File: config.mk
export PLATFORM = sky130hd
export DESIGN_NAME = fpsr_btn_conditioner
export DESIGN_NICKNAME = d
export VERILOG_FILES = /design/src/rtl/fpsr_btn_conditioner.sv
export SDC_FILE = /design/constraint.sdc
export NUM_CORES = 1
export LEC_CHECK = 0
export CORE_MARGIN = 5
export CORE_UTILIZATION = 45
export DETAILED_ROUTE_END_ITERATION = 12
export PLACE_DENSITY_LB_ADDON = 0.15
export SLEW_MARGIN = 20
export SYNTH_ARGS = -nofsm -noshare
export SYNTH_HDL_FRONTEND = slang
export SYNTH_SLANG_ARGS = --single-unit
export TNS_END_PERCENT = 20
File: constraint.sdc
create_clock -name Clk -period 12.2 [get_ports Clk]
set_input_delay 3.05 -clock Clk [delete_from_list [all_inputs] [get_ports Clk]]
set_output_delay 3.05 -clock Clk [all_outputs]
set_load 0.01 [all_outputs]
File: src/rtl/fpsr_btn_conditioner.sv
// fpsr_btn_conditioner
//   Five-channel pushbutton conditioner feeding the first_person_second_row
//   game FSM. Each channel passes through a two-flop synchronizer and a
//   counter-based debounce FSM. It produces a debounced level (DPB) and a
//   single-cycle enable pulse per accepted press (SCEN). With auto-repeat
//   built in, it also produces repeat pulses (MCEN).
//
//   Optional feature macro: FPSR_BTN_REPEAT_EN
//     defined   -> per-channel auto-repeat counter drives MCEN
//     undefined -> no repeat logic, MCEN is constant 0
//
//   Ports (top):
//     Clk    in  1  system clock, all flops on the rising edge
//     Reset  in  1  asynchronous active-high reset
//     PB     in  5  raw buttons {BtnD, BtnU, BtnR, BtnL, BtnC}, async to Clk
//     DPB    out 5  debounced level per channel
//     SCEN   out 5  one-cycle pulse per accepted press
//     MCEN   out 5  auto-repeat pulses (0 unless FPSR_BTN_REPEAT_EN)
//
//   Ports (fpsr_btn_lane, one channel):
//     i_clk, i_rst, i_pb -> o_dpb, o_scen, o_mcen

module fpsr_btn_lane #(
  parameter int DEBOUNCE_CYCLES = 1_000_000,
  parameter int REPEAT_DELAY    = 50_000_000,
  parameter int REPEAT_PERIOD   = 10_000_000
) (
  input  logic i_clk,
  input  logic i_rst,
  input  logic i_pb,
  output logic o_dpb,
  output logic o_scen,
  output logic o_mcen
);

  localparam int CW = $clog2(DEBOUNCE_CYCLES);
  localparam logic [CW-1:0] CNT_MAX = CW'(DEBOUNCE_CYCLES - 1);
  localparam logic [CW-1:0] CNT_ONE = CW'(1);

  // Bit 1 of the state code is set exactly in PRESSED and RELEASE_WAIT.
  // That bit is the debounced level, so DPB comes straight off a flop.
  localparam logic [1:0] ST_IDLE    = 2'b00;
  localparam logic [1:0] ST_PWAIT   = 2'b01;
  localparam logic [1:0] ST_PRESSED = 2'b10;
  localparam logic [1:0] ST_RWAIT   = 2'b11;

  logic          r_s1, r_s2;
  logic [1:0]    r_st;
  logic [CW-1:0] r_cnt;
  logic          r_scen;

  logic w_cnt_hit;
  logic w_press_acc;

  assign w_cnt_hit   = (r_cnt == CNT_MAX);
  assign w_press_acc = (r_st == ST_PWAIT) && r_s2 && w_cnt_hit;

  always_ff @(posedge i_clk or posedge i_rst) begin
    if (i_rst) begin
      r_s1   <= 1'b0;
      r_s2   <= 1'b0;
      r_st   <= ST_IDLE;
      r_cnt  <= '0;
      r_scen <= 1'b0;
    end else begin
      r_s1   <= i_pb;
      r_s2   <= r_s1;
      r_scen <= w_press_acc;
      // The counter is cleared on every state change and only counts in the
      // wait states. It therefore stops at CNT_MAX and never wraps.
      case (r_st)
        ST_IDLE: begin
          if (r_s2) begin
            r_st  <= ST_PWAIT;
            r_cnt <= '0;
          end
        end
        ST_PWAIT: begin
          if (!r_s2) begin
            r_st  <= ST_IDLE;
            r_cnt <= '0;
          end else if (w_cnt_hit) begin
            r_st  <= ST_PRESSED;
            r_cnt <= '0;
          end else begin
            r_cnt <= r_cnt + CNT_ONE;
          end
        end
        ST_PRESSED: begin
          if (!r_s2) begin
            r_st  <= ST_RWAIT;
            r_cnt <= '0;
          end
        end
        default: begin
          // A bounce on release goes back to PRESSED without a new SCEN.
          if (r_s2) begin
            r_st  <= ST_PRESSED;
            r_cnt <= '0;
          end else if (w_cnt_hit) begin
            r_st  <= ST_IDLE;
            r_cnt <= '0;
          end else begin
            r_cnt <= r_cnt + CNT_ONE;
          end
        end
      endcase
    end
  end

  assign o_dpb  = r_st[1];
  assign o_scen = r_scen;

`ifdef FPSR_BTN_REPEAT_EN
  localparam int RMAX = (REPEAT_DELAY > REPEAT_PERIOD) ? REPEAT_DELAY : REPEAT_PERIOD;
  localparam int RCW  = (RMAX > 1) ? $clog2(RMAX) : 1;
  localparam logic [RCW-1:0] RD_MAX = RCW'(REPEAT_DELAY - 1);
  localparam logic [RCW-1:0] RP_MAX = RCW'(REPEAT_PERIOD - 1);
  localparam logic [RCW-1:0] R_ONE  = RCW'(1);

  logic [RCW-1:0] r_rcnt;
  logic           r_rphase;  // 0: waiting out REPEAT_DELAY, 1: periodic phase
  logic           r_mcen;

  logic w_hold;
  logic w_rel_done;

  assign w_hold     = (r_st == ST_PRESSED) && r_s2;
  assign w_rel_done = (r_st == ST_RWAIT) && !r_s2 && w_cnt_hit;

  // The count advances only while the button stays in PRESSED. In
  // RELEASE_WAIT it is frozen, so a release bounce resumes where it left off.
  always_ff @(posedge i_clk or posedge i_rst) begin
    if (i_rst) begin
      r_rcnt   <= '0;
      r_rphase <= 1'b0;
      r_mcen   <= 1'b0;
    end else begin
      r_mcen <= 1'b0;
      if (w_press_acc) begin
        r_rcnt   <= '0;
        r_rphase <= 1'b0;
        r_mcen   <= 1'b1;
      end else if (w_hold) begin
        if (!r_rphase && r_rcnt == RD_MAX) begin
          r_rcnt   <= '0;
          r_rphase <= 1'b1;
          r_mcen   <= 1'b1;
        end else if (r_rphase && r_rcnt == RP_MAX) begin
          r_rcnt <= '0;
          r_mcen <= 1'b1;
        end else begin
          r_rcnt <= r_rcnt + R_ONE;
        end
      end else if (w_rel_done) begin
        r_rcnt   <= '0;
        r_rphase <= 1'b0;
      end
    end
  end

  assign o_mcen = r_mcen;
`else
  assign o_mcen = 1'b0;
`endif

endmodule

module fpsr_btn_conditioner #(
  parameter int DEBOUNCE_CYCLES = 1_000_000,
  parameter int REPEAT_DELAY    = 50_000_000,
  parameter int REPEAT_PERIOD   = 10_000_000
) (
  input  logic       Clk,
  input  logic       Reset,
  input  logic [4:0] PB,
  output logic [4:0] DPB,
  output logic [4:0] SCEN,
  output logic [4:0] MCEN
);

  localparam int NUM_CH = 5;

  for (genvar g = 0; g < NUM_CH; g++) begin : g_lane
    fpsr_btn_lane #(
      .DEBOUNCE_CYCLES (DEBOUNCE_CYCLES),
      .REPEAT_DELAY    (REPEAT_DELAY),
      .REPEAT_PERIOD   (REPEAT_PERIOD)
    ) u_lane (
      .i_clk  (Clk),
      .i_rst  (Reset),
      .i_pb   (PB[g]),
      .o_dpb  (DPB[g]),
      .o_scen (SCEN[g]),
      .o_mcen (MCEN[g])
    );
  end

endmodule

* Yosys cells after proc, flatten, opt, wreduce, memory -nomap -nowiden
Cells that the tools add are included. Widths: inputs -> output; s select.
Storage, ports and cells: flip-flop bits (word level) 125, input bits 7, output and inout bits 15
Cells by class: equality and inequality tests 30, muxes and demuxes 65, reductions and logical operators 30, $add $sub $neg 5
Operators with widths (number):
- $mux 20 | 25
- $pmux 20 s3 | 5
- $add 20x1->20 const B | 5
- $eq 20x20->1 const B | 5
- $mux 2 | 30
- $pmux 2 s3 | 5
- $reduce_and 4->1 | 5
- $reduce_bool 4->1 | 5
- $ne 3x3->1 const B | 5
- $eq 2x1->1 const B | 5
- $eq 2x2->1 const B | 5
- $logic_and 1x1->1 | 10
- $logic_not 2->1 | 5
- $ne 2x1->1 const B | 5
- $ne 2x2->1 const B | 5
- $reduce_and 2->1 | 5

* Depth between registers and ports, before layout
Gate-level depths: netlist of run 1.
word-level depth 4, mapped depth 9

* By module
Synthesis of run 1 repeated with hierarchy kept, for this count alone.
Second synthesis, totals: cell total of the unflattened synthesis 770, area total of the unflattened synthesis 7269.5 um2
By module, submodules not included:
- fpsr_btn_lane at g_lane[0].u_lane ... | instances 3, area an instance 1471.4 um2, cells each 157, seq. area each 625.6 um2
- fpsr_btn_lane at g_lane[4].u_lane | instances 1, area an instance 1432.6 um2, cells each 150, seq. area each 625.6 um2
- fpsr_btn_lane at g_lane[1].u_lane | instances 1, area an instance 1422.6 um2, cells each 149, seq. area each 625.6 um2

* Worst setup path before layout of run 1
OpenSTA, ideal clock, no wires.
kind register to output, start register with a tool-made name, end output DPB[3], stages on the path, launching flop included 2, path slack 8596 ps, data required time 9150 ps, path buffers 1, arrival 554 ps, path through dfrtp_1 -> buf_4
RTL lines:
- end, declared | RTL line 177 | output logic [4:0] DPB,

==> qor.json, run 1 <==
{
  "run_status": {
    "status": "completed"
  },
  "placed_design": {
    "io_buffers": 16,
    "placed_cell_area_sq_um": 7140,
    "finalWeightedCongestion": 0.866,
    "post-place-cells": 901,
    "dp_hpwl_microns": 9070,
    "place_worst_setup_slack_ns": 7.19
  },
  "drt": {
    "detail_route.drc_violations": 0,
    "drt_first_iter_violations": 225,
    "viasPerCell": 5.44,
    "avgRoutedWirePerCell_microns": 14.2,
    "final_antenna_net_count": 0,
    "detailedRoute.firstPassIterationCount": 4,
    "route.vias.total": 5073,
    "wirelength_microns": 13200
  },
  "floorplan": {
    "floorplan.initialDensity_pct": 45.7,
    "ioPinCount": 22,
    "die-width_microns": 134,
    "fp-row-count": 45,
    "coreArea_sq_um": 15200,
    "floorplan.die_area_sq_um": 18000,
    "fp.dieH_microns": 134
  },
  "power": {
    "ir_drop_mv": 0.0974,
    "power.density_cell_area_nw_per_um2": 177,
    "power.total_mw": 1.37,
    "p_leak_nw": 3.21
  },
  "synth": {
    "yosys.cell_types.count": 60,
    "yosysWarningCount": 0,
    "synth_top_area_share_pct": 45.0,
    "postSynth.topFlopCell": "sky130_fd_sc_hd__dfrtp_1",
    "synthesis.instances": 728,
    "synth.top_cells.by_area": "sky130_fd_sc_hd__dfrtp_1 45%, sky130_fd_sc_hd__nor2_1 5.2%, sky130_fd_sc_hd__xor2_1 4.5%, sky130_fd_sc_hd__ha_1 4.5%, sky130_fd_sc_hd__xnor2_1 3.9%",
    "synth-edff-count": 0,
    "synthesis.area_per_instance_sq_um": 9.55,
    "synth_sequential_area_ratio_pct": 45.0,
    "synth-seq-cells": 125,
    "post_synth_instance_area_sq_um": 6950,
    "leading_area_contributor_after_synthesis": "sky130_fd_sc_hd__dfrtp_1",
    "synth-async-reset-ratio_pct": 100
  },
  "sta": {
    "setup_violations": 0,
    "finalClockSkew_ns": 0.00793,
    "finalHoldViolCount": 0,
    "final.hold.worst_slack_ns": 0.348,
    "fin_crit_ns": 4.47,
    "rsz0062_at_grt": "no",
    "period_share_pct": 36.6,
    "maxSlewHeadroom_pct": 41.2,
    "highest_clock_frequency_the_design_can_meet_mhz": 224,
    "final_critical_path_setup_slack_ns": 7.73,
    "tightest_slew_ns": 0.882,
    "final.setup.tns_ns": 0,
    "maxSlewViolCount": 0
  },
  "clock_tree": {
    "post_cts_resized": 0,
    "cts_max_level": 4,
    "clk_latency_ns": 0.42,
    "tritoncts": "built",
    "post_cts_repair_setup_buffers": 0,
    "cts.path.max_buffers": 2,
    "cts.sinks": 125,
    "holdBufCountCts": 0,
    "clk_root_buffer_cell": "sky130_fd_sc_hd__clkbuf_16",
    "clock_pin_slew_on_the_worst_setup_and_hold_paths_ns": 0.05,
    "number_of_buffers_added_by_the_clock_tree_synthesis_step": 17
  },
  "setup_path": {
    "required_ns": 9.15,
    "crit_path_end_kind": "primary output",
    "critical_path_peak_fanout": 6,
    "critical_path_class": "reg2out",
    "crit_family": "buffers and inverters",
    "max_stage_delay_ns": 0.57,
    "worst_ep_arrival_time_ns": 1.42,
    "worst_path_max_delay_cell": "sky130_fd_sc_hd__clkdlybuf4s50_1",
    "crit_buf_inv": 1,
    "cells_traversed_along_the_worst_timing_path": "clkdlybuf4s50_1",
    "start_kind": "flop"
  },
  "cells_and_area": {
    "final_design_area_no_fill_sq_um": 7740,
    "multi_input_area_sq_um": 3510,
    "filler_cell_count": 1349,
    "layout.cells.non_filler": 932,
    "layout.area.seq_sq_um": 3130,
    "insertedDiodeCount": 0,
    "final_core_util_pct": 50.9,
    "post_route_cells_drive_above_1_share_pct": 9.01,
    "final_net_count": 764,
    "flow.area_growth_from_synthesis_pct": 11.4
  },
  "min_path": {
    "hold_class": "reg2reg"
  },
  "grt": {
    "grt_util_met1_pct": 20.9,
    "grtUsageMet2_pct": 25.0,
    "gr-max-usage-layer": "met2",
    "met3_routing_resource_usage_after_global_routing_pct": 3.90,
    "grt_pass1_wl_microns": 23400,
    "grt_antenna_before_repair": 0,
    "global_route.overflow_total": 0,
    "grt_start_max_net_pins": 66,
    "via_count_of_the_first_global_routing_pass": 4936,
    "grtUsageTotal_pct": 15.7
  },
  "run": {
    "maxCapViolations": 0
  }
}
placed cells by master (no fill, tap or decap), types with 18 or more instances in the layout:
master	instances
sky130_fd_sc_hd__dfrtp_1	125
sky130_fd_sc_hd__nand2_1	70
sky130_fd_sc_hd__nand4_1	18
sky130_fd_sc_hd__xor2_1	36
sky130_fd_sc_hd__nor2_1	97
sky130_fd_sc_hd__ha_1	25
sky130_fd_sc_hd__nand3_1	49
sky130_fd_sc_hd__inv_1	24
sky130_fd_sc_hd__o21ai_0	26
sky130_fd_sc_hd__xnor2_1	31
sky130_fd_sc_hd__nor3_1	21
area by class of cell:
cell class              instances  area share [%]
clock inverters                 6            1.39
repair buffers                 17            2.17
inverters                      25            1.24
multi-input cells             546            45.4
flip-flops and latches        125            40.4
clock buffers                  25            6.40
well taps                     188            3.04
registers in the layout, indices dropped and copies added, names as in the netlist, named ones only:
register / cells
g_lane.u_lane.r_s1: 5
g_lane.u_lane.r_s2: 5
g_lane.u_lane.o_scen: 5
g_lane.u_lane.r_cnt: 100
g_lane.u_lane.r_st: 5
final timing paths:
kind                       slack (ns)             startpoint  cells past startpoint                   endpoint
max                              7.73                   flop                      1                     DPB[3]
min                              0.35  g_lane[3].u_lane.r_s1                      0      g_lane[3].u_lane.r_s2
max reg2reg                      9.55                   flop                      7  g_lane[2].u_lane.r_cnt[6]
min reg2reg                      0.35  g_lane[3].u_lane.r_s1                      0      g_lane[3].u_lane.r_s2
max in group asynchronous        7.78                  Reset                      3  g_lane[3].u_lane.r_cnt[0]
min in group asynchronous        3.16                  Reset                      2  g_lane[2].u_lane.r_cnt[8]
Yosys cell counts (all sizes together), types with 16 or more instances:
cell / n
buf: 29
nor3: 23
nand2: 70
xor2: 36
o21ai: 27
nor4: 16
dfrtp: 125
ha: 25
nand4: 18
xnor2: 31
nand3: 49
nor2: 99
inv: 25
power breakdown:
part | switching, mW | leakage (nW) | internal (mW)
Combinational | 0.239 | 1.22 | 0.139
Clock | 0.172 | 0.293 | 0.341
Sequential | 0.0331 | 1.70 | 0.445
Total | 0.444 | 3.21 | 0.925
kinds of logic after synthesis:
kind of cell | share of synthesized area [%]
xor+xnor | 8.44
other cells | 0.0539
compound gates | 7.49
flops | 45.0
simple gates | 26.2
mux | 3.65
buf+inv | 4.68
fa+ha+maj | 4.50
routing by layer:
layer	vias up	share of wire (%)
li1	2517	-
met1	2479	48
met2	56	47
met3	21	3.2
met4	0	1.4
met5	-	0
Note: power is estimated with default switching activity, not from simulation.
==> run 2, diff against run 1 <==
clock period = 3.8 ns   (was 12.2 ns; I/O delays follow)
==> qor.json, run 2 (synthesis results as in run 1) <==
{
  "run_status": {
    "status": "completed"
  },
  "drt": {
    "detailedRoute.firstPassIterationCount": 5,
    "drt_first_iter_violations": 260,
    "viasPerCell": 5.44,
    "wirelength_microns": 13000,
    "detail_route.drc_violations": 0,
    "avgRoutedWirePerCell_microns": 13.8,
    "route.vias.total": 5099,
    "final_antenna_net_count": 0
  },
  "cells_and_area": {
    "commonest_cells_after_routing_fill_and_taps_aside": "125 x sky130_fd_sc_hd__dfrtp_1, 97 x sky130_fd_sc_hd__nor2_1, 70 x sky130_fd_sc_hd__nand2_1",
    "layout_commonest_cell": "sky130_fd_sc_hd__dfrtp_1",
    "post_route_cells_drive_above_1_share_pct": 10.0,
    "insertedDiodeCount": 0,
    "layout.cells.non_filler": 937,
    "largest_register_ffs": 100,
    "final_net_count": 768,
    "top_reg_by_flops": "g_lane.u_lane.r_cnt",
    "final_core_util_pct": 51.4,
    "flow.area_growth_from_synthesis_pct": 12.3
  },
  "clock_tree": {
    "cts.path.max_buffers": 2,
    "holdBufCountCts": 0,
    "tritoncts": "built",
    "clk_latency_ns": 0.41,
    "cts_max_level": 4,
    "post_cts_repair_setup_buffers": 0,
    "clk_root_buffer_cell": "sky130_fd_sc_hd__clkbuf_16",
    "clock_pin_slew_on_the_worst_setup_and_hold_paths_ns": 0.06,
    "cts.sinks": 125,
    "post_cts_resized": 0,
    "number_of_buffers_added_by_the_clock_tree_synthesis_step": 17
  },
  "sta": {
    "period_share_pct": 63.8,
    "rsz0062_at_grt": "no",
    "finalHoldViolCount": 0,
    "setup_violations": 0,
    "finalClockSkew_ns": 0.00658,
    "final.setup.tns_ns": 0,
    "maxSlewViolCount": 0,
    "tightest_slew_ns": 0.804,
    "highest_clock_frequency_the_design_can_meet_mhz": 412,
    "maxSlewHeadroom_pct": 46.0,
    "fin_crit_ns": 2.43,
    "final_critical_path_setup_slack_ns": 1.37
  },
  "min_path": {
    "min-delay-start": "g_lane[4].u_lane.r_s1",
    "hold_path_depth": 0,
    "hold_class": "reg2reg",
    "min_to": "g_lane[4].u_lane.r_s2"
  },
  "floorplan": {
    "ioPinCount": 22,
    "fp.dieH_microns": 134,
    "floorplan.initialDensity_pct": 45.7,
    "die-width_microns": 134,
    "floorplan.die_area_sq_um": 18000,
    "fp-row-count": 45,
    "coreArea_sq_um": 15200
  },
  "setup_path": {
    "rr_worst_depth": 7,
    "critical_path_class": "reg2reg",
    "critical_path_peak_fanout": 11,
    "start_kind": "flop",
    "crit_path_end_kind": "flop",
    "reg2reg_setup_slack_ns": 1.37,
    "regToRegEndpoint": "g_lane[1].u_lane.r_cnt[17]",
    "worst_r2r_startpoint": "g_lane[1].u_lane.r_st[0]",
    "required_ns": 4.06,
    "worst_ep_arrival_time_ns": 2.69
  },
  "placed_design": {
    "place_worst_setup_slack_ns": 1.40,
    "finalWeightedCongestion": 0.873,
    "dp_hpwl_microns": 8960,
    "post-place-cells": 905,
    "io_buffers": 16
  },
  "power": {
    "p_leak_nw": 3.24,
    "power.density_cell_area_nw_per_um2": 571,
    "ir_drop_mv": 0.330
  },
  "grt": {
    "grt_antenna_before_repair": 0,
    "grt_util_met1_pct": 20.5,
    "met3_routing_resource_usage_after_global_routing_pct": 3.41,
    "global_route.overflow_total": 0,
    "grtUsageTotal_pct": 15.3,
    "gr-max-usage-layer": "met2",
    "grtUsageMet2_pct": 23.8,
    "via_count_of_the_first_global_routing_pass": 4964,
    "grt_start_max_net_pins": 48,
    "grt_pass1_wl_microns": 22800
  },
  "run": {
    "maxCapViolations": 0
  }
}
==> run 2: cell types whose count changed in the layout (fill, tap and decap cells not counted), moves of 2 or more <==
cell / previous run / this run
sky130_fd_sc_hd__buf_4: 1 / 4
sky130_fd_sc_hd__clkinv_2: 2 / 5
sky130_fd_sc_hd__clkinvlp_4: 1 / 4
sky130_fd_sc_hd__clkbuf_1: 4 / 1
sky130_fd_sc_hd__clkbuf_8: 4 / 2
==> run 2: final cells by class <==
type                            count  area [sq um]
Sequential cell                   125          3130
Clock buffer                       20           457
Timing Repair Buffer               21           210
Clock inverter                     12           168
Inverter                           25          97.6
Multi-Input combinational cell    546          3510
Tap cell                          188           235
Fill cell                        1335          7390
==> run 2: how the worst max path moves through the flow <==
stage / from / end / slack (ns) / cells past startpoint
global placement: g_lane[1].u_lane.r_st[0] / g_lane[1].u_lane.r_cnt[15] / 1.51 / 7
floorplan: Reset / asynchronous set/reset pin / 1.31 / 1
finish: g_lane[1].u_lane.r_st[0] / g_lane[1].u_lane.r_cnt[17] / 1.37 / 7
CTS: g_lane[1].u_lane.r_st[0] / g_lane[1].u_lane.r_cnt[17] / 1.37 / 7
detailed placement: g_lane[1].u_lane.r_st[0] / g_lane[1].u_lane.r_cnt[13] / 1.40 / 7
global route: g_lane[1].u_lane.r_cnt[0] / g_lane[1].u_lane.r_cnt[9] / 1.16 / 6
==> run 2: routing by layer <==
metal	routed length [microns]	vias to the layer above	share of wire, %
met5	0	-	0
met3	426	22	3.3
met2	5950	78	46
met1	6320	2472	49
li1	-	2527	-
met4	265	0	2.0
==> run 2: per-stage QoR <==
step	total power, mW	cell area (sq um)	hold WS [ns]
4_1_cts	4.50	7810	0.349
5_1_grt	4.73	7810	0.355
6_report	4.46	7810	0.348
3_5_place_dp	2.78	7180	0.336
3_3_place_gp	2.73	7180	0.332
2_1_floorplan	2.55	6970	0.331
==> run 2: critical path, cell delays in order (launching register included) <==
cell and delay [ns]:
sky130_fd_sc_hd__dfrtp_1 0.39, sky130_fd_sc_hd__inv_1 0.11, sky130_fd_sc_hd__ha_1 0.27, sky130_fd_sc_hd__mux2_2 0.39
sky130_fd_sc_hd__nor3_1 0.70, sky130_fd_sc_hd__nand4_1 0.20, sky130_fd_sc_hd__xor2_1 0.17, sky130_fd_sc_hd__nor2_1 0.05
==> run 2: power by group <==
part	internal (mW)	switching, mW	total (mW)
Sequential	1.43	0.104	1.53
Clock	1.13	0.574	1.70
Combinational	0.455	0.767	1.22
==> run 3, diff against run 2 <==
clock period = 2.4 ns   (was 3.8 ns; I/O delays follow)
==> qor.json, run 3 (synthesis results as in run 1) <==
{
  "drt": {
    "wirelength_microns": 13000,
    "avgRoutedWirePerCell_microns": 13.7,
    "final_antenna_net_count": 0,
    "detailedRoute.firstPassIterationCount": 4,
    "drt_first_iter_violations": 283,
    "viasPerCell": 5.41,
    "detail_route.drc_violations": 0,
    "route.vias.total": 5138
  },
  "placed_design": {
    "dp_hpwl_microns": 9110,
    "finalWeightedCongestion": 0.815,
    "place_worst_setup_slack_ns": 0.251,
    "io_buffers": 16
  },
  "power": {
    "power.density_cell_area_nw_per_um2": 889,
    "ir_drop_mv": 0.468,
    "p_leak_nw": 3.30,
    "power.total_mw": 7.01
  },
  "min_path": {
    "hold_class": "reg2reg",
    "hold_path_depth": 0
  },
  "setup_path": {
    "critical_path.startpoint": "g_lane[0].u_lane.r_st[0]",
    "critical_path_class": "reg2reg",
    "regToRegEndpoint": "g_lane[0].u_lane.r_cnt[19]",
    "worst_r2r_startpoint": "g_lane[0].u_lane.r_st[0]",
    "worst_ep_arrival_time_ns": 2.45,
    "max_stage_delay_ns": 0.51,
    "required_ns": 2.70,
    "crit_end": "g_lane[0].u_lane.r_cnt[19]",
    "start_kind": "flop",
    "cells_traversed_along_the_worst_timing_path": "inv_1 -> ha_1 -> mux2_4 -> or3_1 -> nor4_4 -> xnor2_1 -> nor2_1",
    "reg2reg_setup_slack_ns": 0.24,
    "critical_path_peak_fanout": 10,
    "rr_worst_depth": 7,
    "crit_path_end_kind": "flop",
    "worst_path_max_delay_cell": "sky130_fd_sc_hd__or3_1"
  },
  "cells_and_area": {
    "final_net_count": 781,
    "largest_register_ffs": 100,
    "flow.area_growth_from_synthesis_pct": 13.4,
    "insertedDiodeCount": 0,
    "layout_commonest_cell": "sky130_fd_sc_hd__dfrtp_1",
    "commonest_cells_after_routing_fill_and_taps_aside": "125 x sky130_fd_sc_hd__dfrtp_1, 97 x sky130_fd_sc_hd__nor2_1, 70 x sky130_fd_sc_hd__nand2_1",
    "post_route_cells_drive_above_1_share_pct": 11.3,
    "top_reg_by_flops": "g_lane.u_lane.r_cnt",
    "filler_cell_count": 1349
  },
  "floorplan": {
    "ioPinCount": 22,
    "floorplan.initialDensity_pct": 45.7,
    "fp.dieH_microns": 134,
    "floorplan.die_area_sq_um": 18000,
    "fp-row-count": 45,
    "coreArea_sq_um": 15200,
    "die-width_microns": 134
  },
  "sta": {
    "finalClockSkew_ns": 0.00723,
    "final_critical_path_setup_slack_ns": 0.241,
    "period_share_pct": 90.0,
    "maxSlewHeadroom_pct": 63.5,
    "setup_violations": 0,
    "tightest_slew_ns": 0.545,
    "rsz0062_at_grt": "no",
    "fin_crit_ns": 2.16,
    "final.setup.tns_ns": 0,
    "highest_clock_frequency_the_design_can_meet_mhz": 463,
    "maxSlewViolCount": 0,
    "finalHoldViolCount": 0
  },
  "clock_tree": {
    "cts_max_level": 4,
    "clk_root_buffer_cell": "sky130_fd_sc_hd__clkbuf_16",
    "cts.path.max_buffers": 2,
    "clk_latency_ns": 0.41,
    "tritoncts": "built",
    "clock_pin_slew_on_the_worst_setup_and_hold_paths_ns": 0.05,
    "number_of_buffers_added_by_the_clock_tree_synthesis_step": 17,
    "cts.sinks": 125,
    "post_cts_repair_setup_buffers": 0,
    "post_cts_resized": 0,
    "holdBufCountCts": 0
  },
  "grt": {
    "global_route.overflow_total": 0,
    "grt_start_max_net_pins": 42,
    "grtUsageTotal_pct": 15.3,
    "grt_antenna_before_repair": 0,
    "grt_pass1_wl_microns": 23000,
    "via_count_of_the_first_global_routing_pass": 4955
  },
  "run": {
    "maxCapViolations": 0
  },
  "run_status": {
    "status": "completed"
  }
}
run 3: final cells by class:
cell class              instances  area [sq um]  share of cell area, %
well taps                     188           235                   2.98
flip-flops and latches        125          3130                   39.7
clock buffers                  24           502                   6.37
clock inverters                 7          85.1                   1.08
inverters                      25          97.6                   1.24
multi-input cells             546          3510                   44.6
repair buffers                 34           320                   4.06
run 3: worst min-delay path by stage:
stage	from	end	slack (ns)
5_1_grt	g_lane[0].u_lane.r_s1	g_lane[0].u_lane.r_s2	0.35
3_5_place_dp	g_lane[1].u_lane.r_s1	g_lane[1].u_lane.r_s2	0.34
3_3_place_gp	g_lane[0].u_lane.r_s1	g_lane[0].u_lane.r_s2	0.33
6_report	g_lane[0].u_lane.r_s1	g_lane[0].u_lane.r_s2	0.35
4_1_cts	g_lane[0].u_lane.r_s1	g_lane[0].u_lane.r_s2	0.35
2_1_floorplan	g_lane[0].u_lane.r_s1	g_lane[0].u_lane.r_s2	0.33
run 3: worst max-delay path: cells and delay by family, from the launching register on:
family	cells	cell delay, ns
adder cells (fa/ha/maj)	1	0.25
flip-flops	1	0.38
multiplexers	1	0.31
XOR/XNOR	1	0.14
AND/OR/NAND/NOR	3	0.87
buffers and inverters	1	0.10
run 3: layer usage:
| metal | GRT usage (%) | vias up | part of all wire [%] |
|---|---|---|---|
| li1 | - | 2555 | - |
| met1 | 21.0 | 2479 | 50 |
| met2 | 23.6 | 84 | 45 |
| met3 | 3.71 | 20 | 3.4 |
| met4 | 5.54 | 0 | 1.5 |
| met5 | 0 | - | 0 |
run 3: metrics by stage:
step                      instance area (sq um)  std cells  utilization, %  hold WS (ns)
final                                      7880        949            51.8         0.347
after global routing                       7880        949            51.8         0.353
after CTS                                  7880        949            51.8         0.350
after detailed placement                   7290        918            48.0         0.336
after global placement                     7290        918            48.0         0.333
after floorplan                            6970        732               -         0.331
run 3: power breakdown:
part           switching, mW  internal, mW
Sequential             0.164          2.26
Clock                  0.880          1.65
Combinational           1.21         0.837
Total                   2.26          4.75
